==> config.mk <==
export PLATFORM = sky130hd
export DESIGN_NAME = alu_seq
export DESIGN_NICKNAME = d
export VERILOG_FILES = /design/src/rtl/alu_seq_pkg.sv /design/src/rtl/alu_seq_alu.sv /design/src/rtl/alu_seq.sv
export SDC_FILE = /design/constraint.sdc
export NUM_CORES = 1
export LEC_CHECK = 0
export BUFFER_PORTS_ARGS = -buffer_cell sky130_fd_sc_hd__buf_2
export CORE_ASPECT_RATIO = 1.75
export CORE_MARGIN = 10
export CORE_UTILIZATION = 61
export CTS_CLUSTER_SIZE = 12
export DETAILED_ROUTE_END_ITERATION = 6
export HOLD_SLACK_MARGIN = 0.06
export PLACE_DENSITY = 0.86
export SLEW_MARGIN = 20
export SYNTH_ARGS = -nofsm -noshare
export SYNTH_HDL_FRONTEND = slang
export SYNTH_SLANG_ARGS = --single-unit
==> constraint.sdc <==
create_clock -name clk -period 11.6 [get_ports clk]
set_input_delay 0.58 -clock clk [delete_from_list [all_inputs] [get_ports clk]]
set_output_delay 0.58 -clock clk [all_outputs]
set_load 0.03 [all_outputs]
==> src/rtl/alu_seq_pkg.sv <==
// Shared state encodings and opcodes for the nibble-serial ALU.
// Arithmetic and logic opcodes share the same 2-bit field, selected by l.
package alu_seq_pkg;

    typedef enum logic [1:0] {
        IDLE = 2'd0,
        RUN  = 2'd1,
        DONE = 2'd2
    } state_t;

    // Arithmetic opcodes (l = 0)
    localparam logic [1:0] OP_INC_C = 2'b00;  // A + cin
    localparam logic [1:0] OP_NEG   = 2'b01;  // ~A + 1 + cin
    localparam logic [1:0] OP_ADD   = 2'b10;  // A + B + cin
    localparam logic [1:0] OP_INC   = 2'b11;  // A + 1 + cin

    // Logic opcodes (l = 1)
    localparam logic [1:0] OP_AND   = 2'b00;
    localparam logic [1:0] OP_OR    = 2'b01;
    localparam logic [1:0] OP_XOR   = 2'b10;
    localparam logic [1:0] OP_NOT   = 2'b11;

endpackage

==> src/rtl/alu_seq_alu.sv <==
// 4-bit combinational ALU used once per nibble by the sequencer.
// Carry is bit 4 of the 5-bit sum; logic operations always give c = 0.
module alu_seq_alu
    import alu_seq_pkg::*;
(
    output logic [3:0] R,
    output logic       z,
    output logic       c,
    output logic       s,
    input  logic [3:0] A,
    input  logic [3:0] B,
    input  logic       cin,
    input  logic [1:0] Op,
    input  logic       l
);

    logic [4:0] sum;

    always_comb begin
        sum = '0;
        if (!l) begin
            case (Op)
                OP_INC_C: sum = {1'b0, A} + {4'b0, cin};
                OP_NEG:   sum = {1'b0, ~A} + 5'd1 + {4'b0, cin};
                OP_ADD:   sum = {1'b0, A} + {1'b0, B} + {4'b0, cin};
                default:  sum = {1'b0, A} + 5'd1 + {4'b0, cin};
            endcase
        end else begin
            case (Op)
                OP_AND:  sum = {1'b0, A & B};
                OP_OR:   sum = {1'b0, A | B};
                OP_XOR:  sum = {1'b0, A ^ B};
                default: sum = {1'b0, ~A};
            endcase
        end
        R = sum[3:0];
        c = sum[4];
        z = (sum[3:0] == 4'd0);
        s = sum[3];
    end

endmodule

==> src/rtl/alu_seq.sv <==
// Nibble-serial W-bit ALU: runs one 4-bit ALU over NIBBLES passes, LSB first,
// rippling the carry through a register between passes.
module alu_seq
    import alu_seq_pkg::*;
#(
    parameter int NIBBLES = 4,
    localparam int W = 4 * NIBBLES
) (
    input  logic         clk,
    input  logic         rst_n,
    input  logic         start,
    input  logic         l,
    input  logic [1:0]   op,
    input  logic         cin,
    input  logic [W-1:0] a,
    input  logic [W-1:0] b,
    output logic [W-1:0] result,
    output logic         z,
    output logic         c,
    output logic         s,
    output logic         busy,
    output logic         done
);

    localparam int KW = (NIBBLES > 1) ? $clog2(NIBBLES) : 1;

    state_t                   state_q, state_d;
    logic [KW-1:0]            k_q;
    logic [NIBBLES-1:0][3:0]  a_q, b_q, res_q;
    logic                     carry_q, l_q;
    logic [1:0]               op_q;
    logic                     z_q, c_q, s_q;

    logic                     last;
    logic [3:0]               alu_a, alu_r;
    logic [1:0]               alu_op;
    logic                     alu_z, alu_c, alu_s;
    logic                     z_d;

    assign last = (k_q == KW'(NIBBLES - 1));

    // Upper nibbles of arithmetic ops only propagate the carry; negate
    // continues as ~Ak + carry after nibble 0 has applied the +1.
    always_comb begin
        alu_a  = a_q[k_q];
        alu_op = op_q;
        if (!l_q && k_q != '0) begin
            if (op_q != OP_ADD) alu_op = OP_INC_C;
            if (op_q == OP_NEG) alu_a  = ~a_q[k_q];
        end
    end

    alu_seq_alu u_alu (
        .R   (alu_r),
        .z   (alu_z),
        .c   (alu_c),
        .s   (alu_s),
        .A   (alu_a),
        .B   (b_q[k_q]),
        .cin (carry_q),
        .Op  (alu_op),
        .l   (l_q)
    );

    // On the final pass the lower nibbles are already in res_q.
    always_comb begin
        z_d = alu_z;
        for (int i = 0; i < NIBBLES - 1; i++)
            if (res_q[i] != 4'd0) z_d = 1'b0;
    end

    always_comb begin
        state_d = state_q;
        case (state_q)
            IDLE:    if (start) state_d = RUN;
            RUN:     if (last)  state_d = DONE;
            DONE:    state_d = IDLE;
            default: state_d = IDLE;
        endcase
        busy = (state_q == RUN);
        done = (state_q == DONE);
    end

    always_ff @(posedge clk) begin
        if (!rst_n) begin
            state_q <= IDLE;
            k_q     <= '0;
            a_q     <= '0;
            b_q     <= '0;
            res_q   <= '0;
            carry_q <= 1'b0;
            l_q     <= 1'b0;
            op_q    <= '0;
            z_q     <= 1'b0;
            c_q     <= 1'b0;
            s_q     <= 1'b0;
        end else begin
            state_q <= state_d;
            case (state_q)
                IDLE: if (start) begin
                    a_q     <= a;
                    b_q     <= b;
                    carry_q <= cin;
                    l_q     <= l;
                    op_q    <= op;
                    k_q     <= '0;
                end
                RUN: begin
                    res_q[k_q] <= alu_r;
                    carry_q    <= alu_c;
                    k_q        <= last ? '0 : k_q + 1'b1;
                    if (last) begin
                        z_q <= z_d;
                        c_q <= ~l_q & alu_c;
                        s_q <= alu_s;
                    end
                end
                default: ;
            endcase
        end
    end

    assign result = res_q;
    assign z      = z_q;
    assign c      = c_q;
    assign s      = s_q;

endmodule
[Word level (Yosys, flattened, before mapping)]
Index checks and enable logic that the tools add are counted.
Storage, ports and cells
  output and inout bits: 21
  bits of input ports: 39
  register bits: 59
  logic and storage cells: 86
Operators by class
  add/subtract/negate cells: 8
  reductions and logical operators: 15
  bitwise operators: 7
  mux-type cells: 25
  equal/unequal tests: 9
  $lt $le $gt $ge: 2
Operators with widths (count)
  $mux 4: 5
  $bmux 4 s2: 2
  $bwmux 16: 1
  $add 5x1->5: 3
  $pmux 5 s3: 1
  $mux 2: 6
  $pmux 4 s3: 1
  $reduce_bool 4->1: 3
  $add 4x1->5 const B: 2
  $demux 4 s2: 1
  $not 4->4: 2
  $pmux 2 s2: 2
  $reduce_and 2->1: 4
  $eq 2x1->1 const B: 3
  $eq 2x2->1 const B: 3
  $add 4x1->5: 1
  $add 4x4->5: 1
  $mux 5: 1
  $and 4x4->4: 1
  $logic_not 2->1: 2
  $logic_not 4->1: 1
  $mux 1: 4
  $ne 2x2->1 const B: 2
  $or 4x4->4: 1
  other kinds (11): 13

[Logic depth before layout (Yosys ltp)]
Gate-level depths: netlist (run 1).
  depth after elaboration: 14
  mapped depth: 16
  gate-level depth less buffers: 15

[By module]
Synthesis (run 1) repeated with hierarchy kept, for this count alone.
Unflattened totals
  cells, all modules: 380
  area total of the unflattened synthesis: 3403.3 um2
Modules (own cells, without submodules)
  alu_seq: sequential area each 1181.1 um2, instances 1, area an instance 2671.3 um2, cells each 290
  alu_seq_alu: sequential area each 0.0 um2, instances 1, area an instance 732.0 um2, cells each 90

[Worst setup path before layout (run 1)]
OpenSTA, ideal clock, no wires.
  kind: reg2reg
  from: register k_q[0]
  to: register z_q (netlist: z)
  data required time: 11483 ps
  arrival time: 3599 ps
  path slack: 7884 ps
  stages on the path, launching flop included: 15
  period minus slack after synthesis: 3716 ps
  buffers on the path: 1
  library setup time: 117 ps
  cells stage by stage: dfxtp_1 > buf_6 > inv_1 > ha_1 > or2_2 > nor2_8 > xnor2_1 > fa_1 > fa_1 > xnor2_1 > a31oi_1 > a31o_2 > a221oi_2 > and4bb_1 > a32o_1
On the way
  cells in the longest elaborated chain, start to end: 14
  elaborated cells between the ends (all ways): 33
  those cells by class: add/sub: 7; eq/ne: 3; mux: 13; bitwise: 5; reduce/logical: 5
RTL lines
  start: declaration: RTL line alu_seq.sv:28  | logic [KW-1:0] k_q;
  start signal: assignment: RTL line alu_seq.sv:111  | k_q <= last ? '0 : k_q + 1'b1;
  $bmux 4 s2: RTL line alu_seq.sv:45, alu_seq.sv:49
  $mux 4 (implied by the code): RTL line alu_seq.sv:45, alu_seq.sv:49
  $not 4->4: RTL line alu_seq.sv:49  | if (op_q == OP_NEG) alu_a = ~a_q[k_q];
  $mux 4: RTL line alu_seq.sv:49
  $mux 4: RTL line alu_seq.sv:47  | if (!l_q && k_q != '0) begin
  $not 4->4: RTL line alu_seq_alu.sv:24, alu_seq_alu.sv:33
  $add 4x1->5: RTL line alu_seq_alu.sv:24  | OP_NEG: sum = {1'b0, ~A} + 5'd1 + {4'b0, cin};
  $add 5x1->5: RTL line alu_seq_alu.sv:24
  $pmux 5 s3: RTL line alu_seq_alu.sv:22  | case (Op)
  $mux 5: RTL line alu_seq_alu.sv:21  | if (!l) begin
  $logic_not 4->1: RTL line alu_seq_alu.sv:38  | z = (sum[3:0] == 4'd0);
  $mux 1 (3 in a row): RTL line alu_seq.sv:69  | if (res_q[i] != 4'd0) z_d = 1'b0;
  end signal: assignment: RTL line alu_seq.sv:113  | z_q <= z_d;
  end: declaration: RTL line alu_seq.sv:32  | logic z_q, c_q, s_q;
Parallel ways exist; a longest one is shown, timed or not. The select of a mux whose other input is x is not followed.
A chain may end at the register's enable or synchronous reset.

[Worst setup path in the final report (run 1)]
Same ends and word-level chain as after synthesis.

==> insert_results.sql, run 1 <==
INSERT INTO impl_metrics (metric_group, metric, value, unit) VALUES
('logic_synthesis', 'synth_enable_flop_cells', '0', ''),
('timing', 'timing.fmax', '227', 'MHz'),
('logic_synthesis', 'synth_largest_area_cell', 'sky130_fd_sc_hd__dfxtp_1', ''),
('critical_path', 'setup.worst_path.end_class', 'register', ''),
('critical_path', 'number_of_buffer_and_inverter_stages_on_the_critical_path', '1', ''),
('route', 'finalWirelength', '8500', 'um'),
('placement', 'routabilityCongestion', '0.946', ''),
('route', 'drtIter0Drc', '156', ''),
('critical_path', 'critical_path.startpoint_type', 'register', ''),
('floorplan', 'floorplan.die.width', '76.9', 'um'),
('finish', 'design.final.nets', '506', ''),
('floorplan', 'core_area', '5540', 'um2'),
('pwr', 'power.ir.vdd_worst', '0.000109', 'V'),
('global_routing', 'grt_pass1_wl', '14300', 'um'),
('logic_synthesis', 'synthCells', '398', ''),
('critical_path', 'cp_top_family', 'adder cells', ''),
('global_routing', 'global_route.usage.met3', '5.08', '%'),
('finish', 'area.growth.synth_to_final', '13.5', '%'),
('floorplan', 'die_area', '9200', 'um2'),
('global_routing', 'grt_max_degree', '59', ''),
('placement', 'io_buffer_count', '59', ''),
('run', 'cap_viol_max_count', '0', ''),
('timing', 'final_hold_viol_count', '0', ''),
('timing', 'fin_ws', '7.19', 'ns'),
('clocking', 'cts_root_buffer', 'sky130_fd_sc_hd__clkbuf_8', ''),
('finish', 'multi_input_combinational_cell_area', '2080', 'um2'),
('logic_synthesis', 'synth.cell_area', '3460', 'um2'),
('finish', 'diodes', '0', ''),
('critical_path', 'crit_slowest_cell', 'sky130_fd_sc_hd__dfxtp_1', ''),
('timing', 'worst_slew_pin_slew', '0.812', 'ns'),
('timing', 'final_min_period_over_clock_period', '38.0', '%'),
('logic_synthesis', 'yosysMostFrequentCell', 'sky130_fd_sc_hd__nand2_1', ''),
('global_routing', 'global_route.usage.total', '19.0', '%'),
('clocking', 'worst_setup_hold_path_clk_slew', '0.07', 'ns'),
('placement', 'placement.setup.worst_slack', '7.23', 'ns'),
('critical_path', 'arrival', '4.65', 'ns'),
('clocking', 'cts_tree', 'yes', ''),
('logic_synthesis', 'synth_async_sr_flop_share', '0', '%'),
('global_routing', 'busiest_layer_in_global_routing', 'met2', ''),
('clocking', 'numCtsBuffers', '9', ''),
('critical_path', 'worst_ep_required_time', '11.84', 'ns'),
('logic_synthesis', 'synth_seq_cells', '58', ''),
('clocking', 'holdBufCountCts', '0', ''),
('timing', 'post-route-min-period', '4.41', 'ns'),
('critical_path', 'crit_path_max_fanout', '11', ''),
('timing', 'setup_viol', '0', ''),
('timing', 'rsz0062_at_grt', 'false', ''),
('clocking', 'clock_latency', '0.34', 'ns'),
('placement', 'post-place-cells', '512', ''),
('critical_path', 'timing.critical_path.slowest_cell_delay', '0.70', 'ns'),
('hold_path', 'hold_path_class', 'reg -> reg', ''),
('route', 'vias', '2953', ''),
('floorplan', 'num_rows', '36', ''),
('timing', 'skew', '0.0102', 'ns'),
('global_routing', 'globalRouteMet1Util', '19.1', '%'),
('outcome', 'outcome', 'finished clean', ''),
('placement', 'place_hpwl', '6460', 'um'),
('finish', 'regArea', '1160', 'um2'),
('pwr', 'total_leakage_power', '1.70', 'nW'),
('finish', 'layout.cells.non_filler', '528', ''),
('clocking', 'postCtsSetupRepairBufs', '0', ''),
('logic_synthesis', 'post_syn_nets', '457', ''),
('global_routing', 'initial_antenna_violation_count', '0', ''),
('route', 'drt_first_pass_iters', '4', ''),
('logic_synthesis', 'synth.yosys.seq_area_share', '33.6', '%'),
('logic_synthesis', 'synth_top_area_share', '33.6', '%'),
('timing', 'totalNegativeSetupSlack', '0', 'ns'),
('floorplan', 'io_pins', '60', ''),
('logic_synthesis', 'syn_avg_cell_area', '8.69', 'um2'),
('clocking', 'post_cts_resized', '0', ''),
('route', 'routed_wire_length_per_instance', '16.1', 'um');
==> report_power, final <==
part           leakage, nW  switching (W)  internal [W]
Combinational         1.13      0.0000566     0.0000408
Clock               0.0966      0.0000786      0.000105
Sequential           0.474     0.00000927      0.000209
Total                 1.70       0.000144      0.000355
==> worst reg2reg max path, cell delays in order, from the launching register on <==
cell	delay [ns]
sky130_fd_sc_hd__dfxtp_1	0.70
sky130_fd_sc_hd__inv_1	0.19
sky130_fd_sc_hd__ha_1	0.31
sky130_fd_sc_hd__or2_2	0.37
sky130_fd_sc_hd__nor2_8	0.24
sky130_fd_sc_hd__xnor2_1	0.19
sky130_fd_sc_hd__fa_1	0.48
sky130_fd_sc_hd__fa_1	0.43
sky130_fd_sc_hd__xnor2_1	0.17
sky130_fd_sc_hd__a31oi_1	0.12
sky130_fd_sc_hd__a31o_2	0.24
sky130_fd_sc_hd__a221oi_2	0.41
sky130_fd_sc_hd__and4bb_1	0.24
sky130_fd_sc_hd__a32o_1	0.21
==> registers in the layout, indices dropped and copies added, names as in the netlist <==
signal and flops:
l_q 1, k_q 2, a_q 16, b_q 16, z 1, op_q 2
result 16, state_q 2, c 1, carry_q 1
==> through the flow <==
step                hold slack (ns)  utilization, %  area, um2  total power [W]
finish                        0.466            70.8       3920         0.000500
detailed placement            0.457            67.3       3730         0.000320
global route                  0.481            70.8       3920         0.000523
floorplan                     0.439               -       3460         0.000294
CTS                           0.466            70.8       3920         0.000503
global placement              0.448            67.3       3730         0.000317
==> kinds of logic (layout without fill, tap and decap cells) <==
logic type | count (synthesis) | count (layout) | synth area share (%)
and+or+nand+nor | 157 | 157 | 20.8
adders and majority gates | 20 | 20 | 7.67
DFF | 58 | 58 | 33.6
buffers and inverters | 44 | 98 | 6.29
AOI/OAI and AO/OA | 99 | 99 | 21.3
muxes | 14 | 14 | 8.32
xor gates and xnor gates | 6 | 6 | 2.06
==> final timing paths <==
| check | slack [ns] | endpoint | start | depth (start not counted) |
|---|---|---|---|---|
| setup / recovery | 7.19 | z | k_q[0] | 13 |
| hold / removal | 0.47 | b_q[9] | b_q[9] | 2 |
| setup reg to reg | 7.19 | z | k_q[0] | 13 |
| hold reg to reg | 0.47 | b_q[9] | b_q[9] | 2 |
==> area by class of cell <==
| cell class | instances | share of cell area, % |
|---|---|---|
| Timing Repair Buffer | 61 | 7.91 |
| Sequential cell | 58 | 29.6 |
| Multi-Input combinational cell | 296 | 53.1 |
| Tap cell | 76 | 2.42 |
| Clock inverter | 4 | 1.31 |
| Inverter | 21 | 2.01 |
| Clock buffer | 12 | 3.70 |
==> routing by layer <==
| metal | part of all wire, % | up-vias |
|---|---|---|
| li1 | - | 1470 |
| met1 | 37 | 1390 |
| met2 | 55 | 70 |
| met3 | 4.3 | 23 |
| met4 | 3.7 | 0 |
| met5 | 0 | - |
==> cells in the final DEF (no fill, tap or decap), types with 5 or more instances in the layout <==
master,instances
sky130_fd_sc_hd__o21ai_0,16
sky130_fd_sc_hd__clkbuf_8,10
sky130_fd_sc_hd__mux4_1,6
sky130_fd_sc_hd__dfxtp_1,58
sky130_fd_sc_hd__ha_1,18
sky130_fd_sc_hd__a21boi_0,39
sky130_fd_sc_hd__buf_2,59
sky130_fd_sc_hd__and2_1,9
sky130_fd_sc_hd__inv_1,20
sky130_fd_sc_hd__nor2b_1,7
sky130_fd_sc_hd__xnor2_1,5
sky130_fd_sc_hd__a21oi_1,16
sky130_fd_sc_hd__nand2_1,105
sky130_fd_sc_hd__nor2_1,10
Note: power is estimated with default switching activity, not from simulation.
==> inputs of run 2 (changes only) <==
--- a/config.mk
+++ b/config.mk
@@ -8,11 +8,11 @@
 export BUFFER_PORTS_ARGS = -buffer_cell sky130_fd_sc_hd__buf_2
 export CORE_ASPECT_RATIO = 1.75
 export CORE_MARGIN = 10
-export CORE_UTILIZATION = 61
+export CORE_UTILIZATION = 56
 export CTS_CLUSTER_SIZE = 12
 export DETAILED_ROUTE_END_ITERATION = 6
 export HOLD_SLACK_MARGIN = 0.06
-export PLACE_DENSITY = 0.86
+export PLACE_DENSITY = 0.8
 export SLEW_MARGIN = 20
 export SYNTH_ARGS = -nofsm -noshare
 export SYNTH_HDL_FRONTEND = slang
==> constraint.sdc (replaced) <==
create_clock -name clk -period 4.4 [get_ports clk]
set_input_delay 0.22 -clock clk [delete_from_list [all_inputs] [get_ports clk]]
set_output_delay 0.22 -clock clk [all_outputs]
set_load 0.03 [all_outputs]
==> insert_results.sql, run 2 (synthesized netlist as in run 1, its figures left out) <==
INSERT INTO impl_metrics (metric_group, metric, value, unit) VALUES
('clocking', 'holdBufCountCts', '0', ''),
('hold_path', 'hold_path_class', 'in -> reg', ''),
('timing', 'final_min_period_over_clock_period', '87.8', '%'),
('global_routing', 'grt_max_degree', '59', ''),
('global_routing', 'global_route.usage.total', '18.8', '%'),
('route', 'detailroute.wirelength.met3', '397', 'um'),
('finish', 'finalInstanceArea', '4030', 'um2'),
('route', 'drt-vias-per-instance', '5.50', ''),
('critical_path', 'crit-reg2reg-launch', 'k_q[0]', ''),
('global_routing', 'grt_pass1_vias', '3121', ''),
('clocking', 'post_cts_resized', '0', ''),
('outcome', 'outcome', 'finished clean', ''),
('route', 'route.antenna.remaining_nets', '0', ''),
('placement', 'place_hpwl', '6670', 'um'),
('clocking', 'clock_latency', '0.35', 'ns'),
('hold_path', 'worst_hold_path.num_cells', '3', ''),
('floorplan', 'floorplan.die.height', '124', 'um'),
('floorplan', 'floorplan.initialDensity', '58.4', '%'),
('global_routing', 'initial_antenna_violation_count', '0', ''),
('floorplan', 'floorplan.die.width', '79.4', 'um'),
('critical_path', 'setup.worst_path.end_class', 'register', ''),
('clocking', 'cts_root_buffer', 'sky130_fd_sc_hd__clkbuf_8', ''),
('clocking', 'htree_levels', '3', ''),
('timing', 'setup_viol', '0', ''),
('placement', 'io_buffer_count', '59', ''),
('pwr', 'powerDensity', '371', 'nW/um2'),
('route', 'route.top_layer_used', 'met4', ''),
('route', 'drtIter0Drc', '176', ''),
('route', 'finalWirelength', '8710', 'um'),
('critical_path', 'worstPathCellList', 'inv_1 > ha_1 > or2_2 > nor2_8 > xnor2_1 > fa_1 > fa_1 > xnor2_1 > a31oi_1 > a31o_2 > a221oi_2 > and4bb_1 > a32o_1', ''),
('timing', 'timing.fmax', '259', 'MHz'),
('pwr', 'total_leakage_power', '1.76', 'nW'),
('clocking', 'clock-sinks', '58', ''),
('finish', 'design.final.nets', '510', ''),
('critical_path', 'worst_ep_required_time', '4.64', 'ns'),
('finish', 'drive_gt1_share', '22.4', '%'),
('route', 'routed_wire_length_per_instance', '16.3', 'um'),
('finish', 'diodes', '0', ''),
('route', 'drt_first_pass_iters', '5', ''),
('route', 'drt-met1-wl', '3160', 'um'),
('floorplan', 'die_area', '9840', 'um2'),
('floorplan', 'num_rows', '37', ''),
('critical_path', 'crit_path_max_fanout', '9', ''),
('floorplan', 'core_area', '5930', 'um2'),
('placement', 'placement.cell_area', '3760', 'um2'),
('route', 'drc', '0', ''),
('clocking', 'cts_tree', 'yes', ''),
('global_routing', 'grt_pass1_wl', '14500', 'um'),
('critical_path', 'crit-reg2reg-capture', 'z', ''),
('critical_path', 'crit_slowest_cell', 'sky130_fd_sc_hd__fa_1', ''),
('critical_path', 'critical_path_class', 'reg -> reg', ''),
('critical_path', 'critical_path.startpoint_type', 'register', ''),
('timing', 'post-route-min-period', '3.86', 'ns'),
('timing', 'remaining_max_slew_budget_at_the_tightest_pin', '45.1', '%'),
('timing', 'final_hold_viol_count', '0', ''),
('critical_path', 'timing.critical_path.slowest_cell_delay', '0.48', 'ns'),
('clocking', 'worst_setup_hold_path_clk_slew', '0.06', 'ns'),
('run', 'cap_viol_max_count', '0', ''),
('pwr', 'power.ir.vdd_worst', '0.000417', 'V'),
('route', 'vias', '2938', ''),
('hold_path', 'min_from', 'a[11]', ''),
('timing', 'worst_slew_pin_slew', '0.824', 'ns'),
('timing', 'timing.final.max_slew_violations', '0', ''),
('placement', 'routabilityCongestion', '0.981', ''),
('timing', 'skew', '0.00726', 'ns'),
('timing', 'totalNegativeSetupSlack', '0', 'ns'),
('clocking', 'postCtsSetupRepairBufs', '0', ''),
('timing', 'rsz0062_at_grt', 'false', ''),
('route', 'routed-wl-met2', '4690', 'um'),
('critical_path', 'cp_top_family', 'adder cells', ''),
('finish', 'final_common_cell', 'sky130_fd_sc_hd__nand2_1', ''),
('clocking', 'numCtsBuffers', '9', ''),
('hold_path', 'worst_hold_path.endpoint', 'a_q[11]', ''),
('critical_path', 'arrival', '4.11', 'ns'),
('global_routing', 'global_route.overflow_total', '0', ''),
('critical_path', 'regToRegSetupSlack', '0.54', 'ns'),
('finish', 'area.growth.synth_to_final', '16.4', '%'),
('clocking', 'max_buffers_root_to_sink', '2', ''),
('finish', 'final_util', '67.9', '%'),
('critical_path', 'number_of_buffer_and_inverter_stages_on_the_critical_path', '1', ''),
('floorplan', 'io_pins', '60', ''),
('finish', 'layout.cells.most_common_list', 'sky130_fd_sc_hd__nand2_1 (105), sky130_fd_sc_hd__buf_2 (59), sky130_fd_sc_hd__dfxtp_1 (58), sky130_fd_sc_hd__a21boi_0 (39), sky130_fd_sc_hd__inv_1 (20)', ''),
('critical_path', 'timing.reg2reg.worst_path_depth', '13', '');
==> run 2: stage by stage <==
| stage | total power [W] | cells | hold WS [ns] | setup WS [ns] |
|---|---|---|---|---|
| global route | 0.00157 | 534 | 0.121 | 0.258 |
| floorplan | 0.000774 | 398 | 0.365 | 0.684 |
| CTS | 0.00150 | 534 | 0.108 | 0.522 |
| finish | 0.00149 | 534 | 0.119 | 0.536 |
| global placement | 0.000841 | 518 | 0.450 | 0.652 |
| detailed placement | 0.000848 | 518 | 0.457 | 0.543 |
==> run 2: how the worst max path moves through the flow <==
stage               cells past startpoint  slack, ns  end  startpoint
finish                                 13       0.54    z      k_q[0]
global route                           13       0.26    z      k_q[0]
CTS                                    13       0.52    z      k_q[0]
detailed placement                     13       0.54    z      k_q[0]
global placement                       13       0.65    z      k_q[0]
floorplan                              14       0.68    z      k_q[0]
==> run 2: final cells by class <==
class	count	area, um2
repair buffers	65	340
fillers	553	1900
well taps	78	97.6
clock inverters	5	125
flip-flops and latches	58	1160
clock buffers	11	141
inverters	21	78.8
multi-input cells	296	2080
==> run 2: report_power, final <==
group	internal [W]	switching, W	total, W	leakage [nW]
sequential	0.000552	0.0000178	0.000570	0.474
clock	0.000448	0.000209	0.000657	0.134
combinational	0.000110	0.000157	0.000268	1.15
==> run 2: tightest hold or removal path, delay by kind of cell <==
| kind | cells | cell delay, ns |
|---|---|---|
| compound gates | 1 | 0.06 |
| simple gates | 1 | 0.04 |
| buf+inv | 1 | 0.09 |
==> run 2: per-layer routing <==
metal / up-vias / track usage [%]
met5: - / 0
met4: 0 / 14.2
met3: 32 / 4.69
met2: 80 / 32.9
met1: 1354 / 18.6
li1: 1472 / -
==> inputs of run 3 (changes only) <==
--- a/config.mk
+++ b/config.mk
@@ -7,7 +7,7 @@
 export LEC_CHECK = 0
 export BUFFER_PORTS_ARGS = -buffer_cell sky130_fd_sc_hd__buf_2
 export CORE_ASPECT_RATIO = 1.75
-export CORE_MARGIN = 10
+export CORE_MARGIN = 5
 export CORE_UTILIZATION = 56
 export CTS_CLUSTER_SIZE = 12
 export DETAILED_ROUTE_END_ITERATION = 6
==> insert_results.sql, run 3 (synthesized netlist as in run 1, its figures left out) <==
INSERT INTO impl_metrics (metric_group, metric, value, unit) VALUES
('outcome', 'outcome', 'finished clean', ''),
('hold_path', 'hold_path_class', 'in -> reg', ''),
('clocking', 'max_buffers_root_to_sink', '2', ''),
('finish', 'finalInstanceArea', '3940', 'um2'),
('pwr', 'power.clock.fraction', '34.0', '%'),
('clocking', 'post_cts_resized', '0', ''),
('global_routing', 'grt_max_degree', '59', ''),
('global_routing', 'globalRouteMet1Util', '22.2', '%'),
('timing', 'skew', '0.0140', 'ns'),
('timing', 'hold_ws', '0.122', 'ns'),
('critical_path', 'worst_ep_required_time', '4.64', 'ns'),
('pwr', 'powerDensity', '322', 'nW/um2'),
('global_routing', 'grtUsageMet2', '39.7', '%'),
('critical_path', 'critical_path.startpoint_type', 'register', ''),
('global_routing', 'global_route.usage.total', '21.7', '%'),
('placement', 'placement.cell_area', '3760', 'um2'),
('global_routing', 'grt_pass1_wl', '13500', 'um'),
('floorplan', 'floorplan.die.width', '69.4', 'um'),
('clocking', 'worst_setup_hold_path_clk_slew', '0.07', 'ns'),
('route', 'drtIter0Drc', '199', ''),
('placement', 'routabilityCongestion', '0.967', ''),
('route', 'finalWirelength', '8240', 'um'),
('critical_path', 'timing.reg2reg.worst_path_depth', '13', ''),
('finish', 'layout.cells.most_common_list', 'sky130_fd_sc_hd__nand2_1 (105), sky130_fd_sc_hd__buf_2 (59), sky130_fd_sc_hd__dfxtp_1 (58), sky130_fd_sc_hd__a21boi_0 (39), sky130_fd_sc_hd__inv_1 (20)', ''),
('global_routing', 'global_route.usage.met3', '4.76', '%'),
('finish', 'drive_gt1_share', '22.1', '%'),
('pwr', 'power.share.switching', '30.5', '%'),
('global_routing', 'busiest_layer_in_global_routing', 'met2', ''),
('pwr', 'netSwitchingPower', '0.000386', 'W'),
('timing', 'timing.final.max_slew_violations', '0', ''),
('clocking', 'cts_tree', 'yes', ''),
('floorplan', 'io_pins', '60', ''),
('route', 'drt_first_pass_iters', '4', ''),
('clocking', 'htree_levels', '3', ''),
('critical_path', 'critical_path_class', 'reg -> reg', ''),
('finish', 'area.growth.synth_to_final', '13.8', '%'),
('route', 'drt-vias-per-instance', '5.50', ''),
('run', 'cap_viol_max_count', '0', ''),
('timing', 'totalNegativeSetupSlack', '0', 'ns'),
('timing', 'final_min_period_over_clock_period', '88.4', '%'),
('global_routing', 'initial_antenna_violation_count', '0', ''),
('finish', 'final_common_cell', 'sky130_fd_sc_hd__nand2_1', ''),
('timing', 'worst_slew_pin_slew', '0.827', 'ns'),
('clocking', 'holdBufCountCts', '0', ''),
('floorplan', 'die_area', '7910', 'um2'),
('timing', 'rsz0062_at_grt', 'false', ''),
('critical_path', 'crit_path_max_fanout', '9', ''),
('floorplan', 'num_rows', '38', ''),
('route', 'vias', '2950', ''),
('clocking', 'clock-sinks', '58', ''),
('route', 'drc', '0', ''),
('timing', 'post-route-min-period', '3.89', 'ns'),
('clocking', 'numCtsBuffers', '9', ''),
('finish', 'design.final.nets', '510', ''),
('route', 'routed_wire_length_per_instance', '15.4', 'um'),
('clocking', 'postCtsSetupRepairBufs', '0', ''),
('pwr', 'seq_power_share', '44.8', '%'),
('floorplan', 'core_area', '6130', 'um2'),
('timing', 'final_hold_viol_count', '0', ''),
('finish', 'diodes', '0', ''),
('placement', 'place_hpwl', '6340', 'um'),
('pwr', 'power_frac_comb', '21.1', '%'),
('floorplan', 'floorplan.die.height', '114', 'um'),
('global_routing', 'grt_pass1_vias', '2935', ''),
('timing', 'setup_viol', '0', ''),
('critical_path', 'arrival', '4.13', 'ns'),
('pwr', 'total_leakage_power', '1.71', 'nW'),
('pwr', 'power.ir.vdd_worst', '0.000215', 'V'),
('placement', 'io_buffer_count', '59', ''),
('clocking', 'clock_latency', '0.35', 'ns'),
('timing', 'timing.fmax', '257', 'MHz'),
('finish', 'num-fill-cells', '516', ''),
('timing', 'remaining_max_slew_budget_at_the_tightest_pin', '44.9', '%'),
('hold_path', 'worst_hold_path.num_cells', '3', ''),
('pwr', 'cell_internal_pwr', '0.000880', 'W'),
('clocking', 'cts_root_buffer', 'sky130_fd_sc_hd__clkbuf_8', ''),
('critical_path', 'setup.worst_path.end_class', 'register', ''),
('route', 'route.antenna.remaining_nets', '0', ''),
('floorplan', 'floorplan.initialDensity', '56.4', '%'),
('global_routing', 'global_route.overflow_total', '0', '');
run 3: cell count changes in the layout (fill, tap and decap cells not counted), sizes merged:
cell | before | now
clkbuf | 11 | 12
bufinv | 4 | 0
clkinvlp | 0 | 3
run 3: path summary, 6_finish.rpt:
kind | start | end | slack (ns)
worst max-delay path | k_q[0] | z | 0.51
worst min-delay path | b[13] | b_q[13] | 0.12
worst max register to register | k_q[0] | z | 0.51
worst min register to register | b_q[11] | b_q[11] | 0.46
run 3: metrics by stage:
stage          instances  total power (W)  utilization, %  setup slack [ns]
6_report             536          0.00127            64.2             0.510
5_1_grt              536          0.00133            64.2             0.338
4_1_cts              536          0.00127            64.2             0.528
3_5_place_dp         520         0.000846            61.3             0.542
3_3_place_gp         520         0.000838            61.3             0.655
2_1_floorplan        398         0.000774               -             0.684
run 3: metal layers:
metal / wire, um / part of all wire, %
met5: 0 / 0
met4: 368 / 4.5
met3: 351 / 4.3
met2: 4390 / 53
met1: 3130 / 38
run 3: critical path, stage by stage (launching register included):
cell                       delay (ns)
sky130_fd_sc_hd__dfxtp_1         0.33
sky130_fd_sc_hd__inv_1           0.08
sky130_fd_sc_hd__ha_1            0.28
sky130_fd_sc_hd__or2_2           0.38
sky130_fd_sc_hd__nor2_8          0.24
sky130_fd_sc_hd__xnor2_1         0.20
sky130_fd_sc_hd__fa_1            0.49
sky130_fd_sc_hd__fa_1            0.43
sky130_fd_sc_hd__xnor2_1         0.17
sky130_fd_sc_hd__a31oi_1         0.12
sky130_fd_sc_hd__a31o_2          0.22
sky130_fd_sc_hd__a221oi_2        0.39
sky130_fd_sc_hd__and4bb_1        0.24
sky130_fd_sc_hd__a32o_1          0.21
run 3: power groups by stage:
stage	registers (W)	logic [W]	clock network (W)
detailed placement	0.000580	0.000266	0
floorplan	0.000583	0.000190	0
global placement	0.000578	0.000260	0
global route	0.000571	0.000298	0.000462
finish	0.000568	0.000267	0.000431
CTS	0.000568	0.000268	0.000438
run 3: area by class of cell:
cell class	instances	area, um2	area share [%]
clock buffer	12	145	3.69
clock inverter	4	27.5	0.700
inverter	21	78.8	2.00
multi-input combinational	296	2080	52.9
sequential	58	1160	29.5
tap	80	100	2.54
timing repair buffer	65	340	8.65
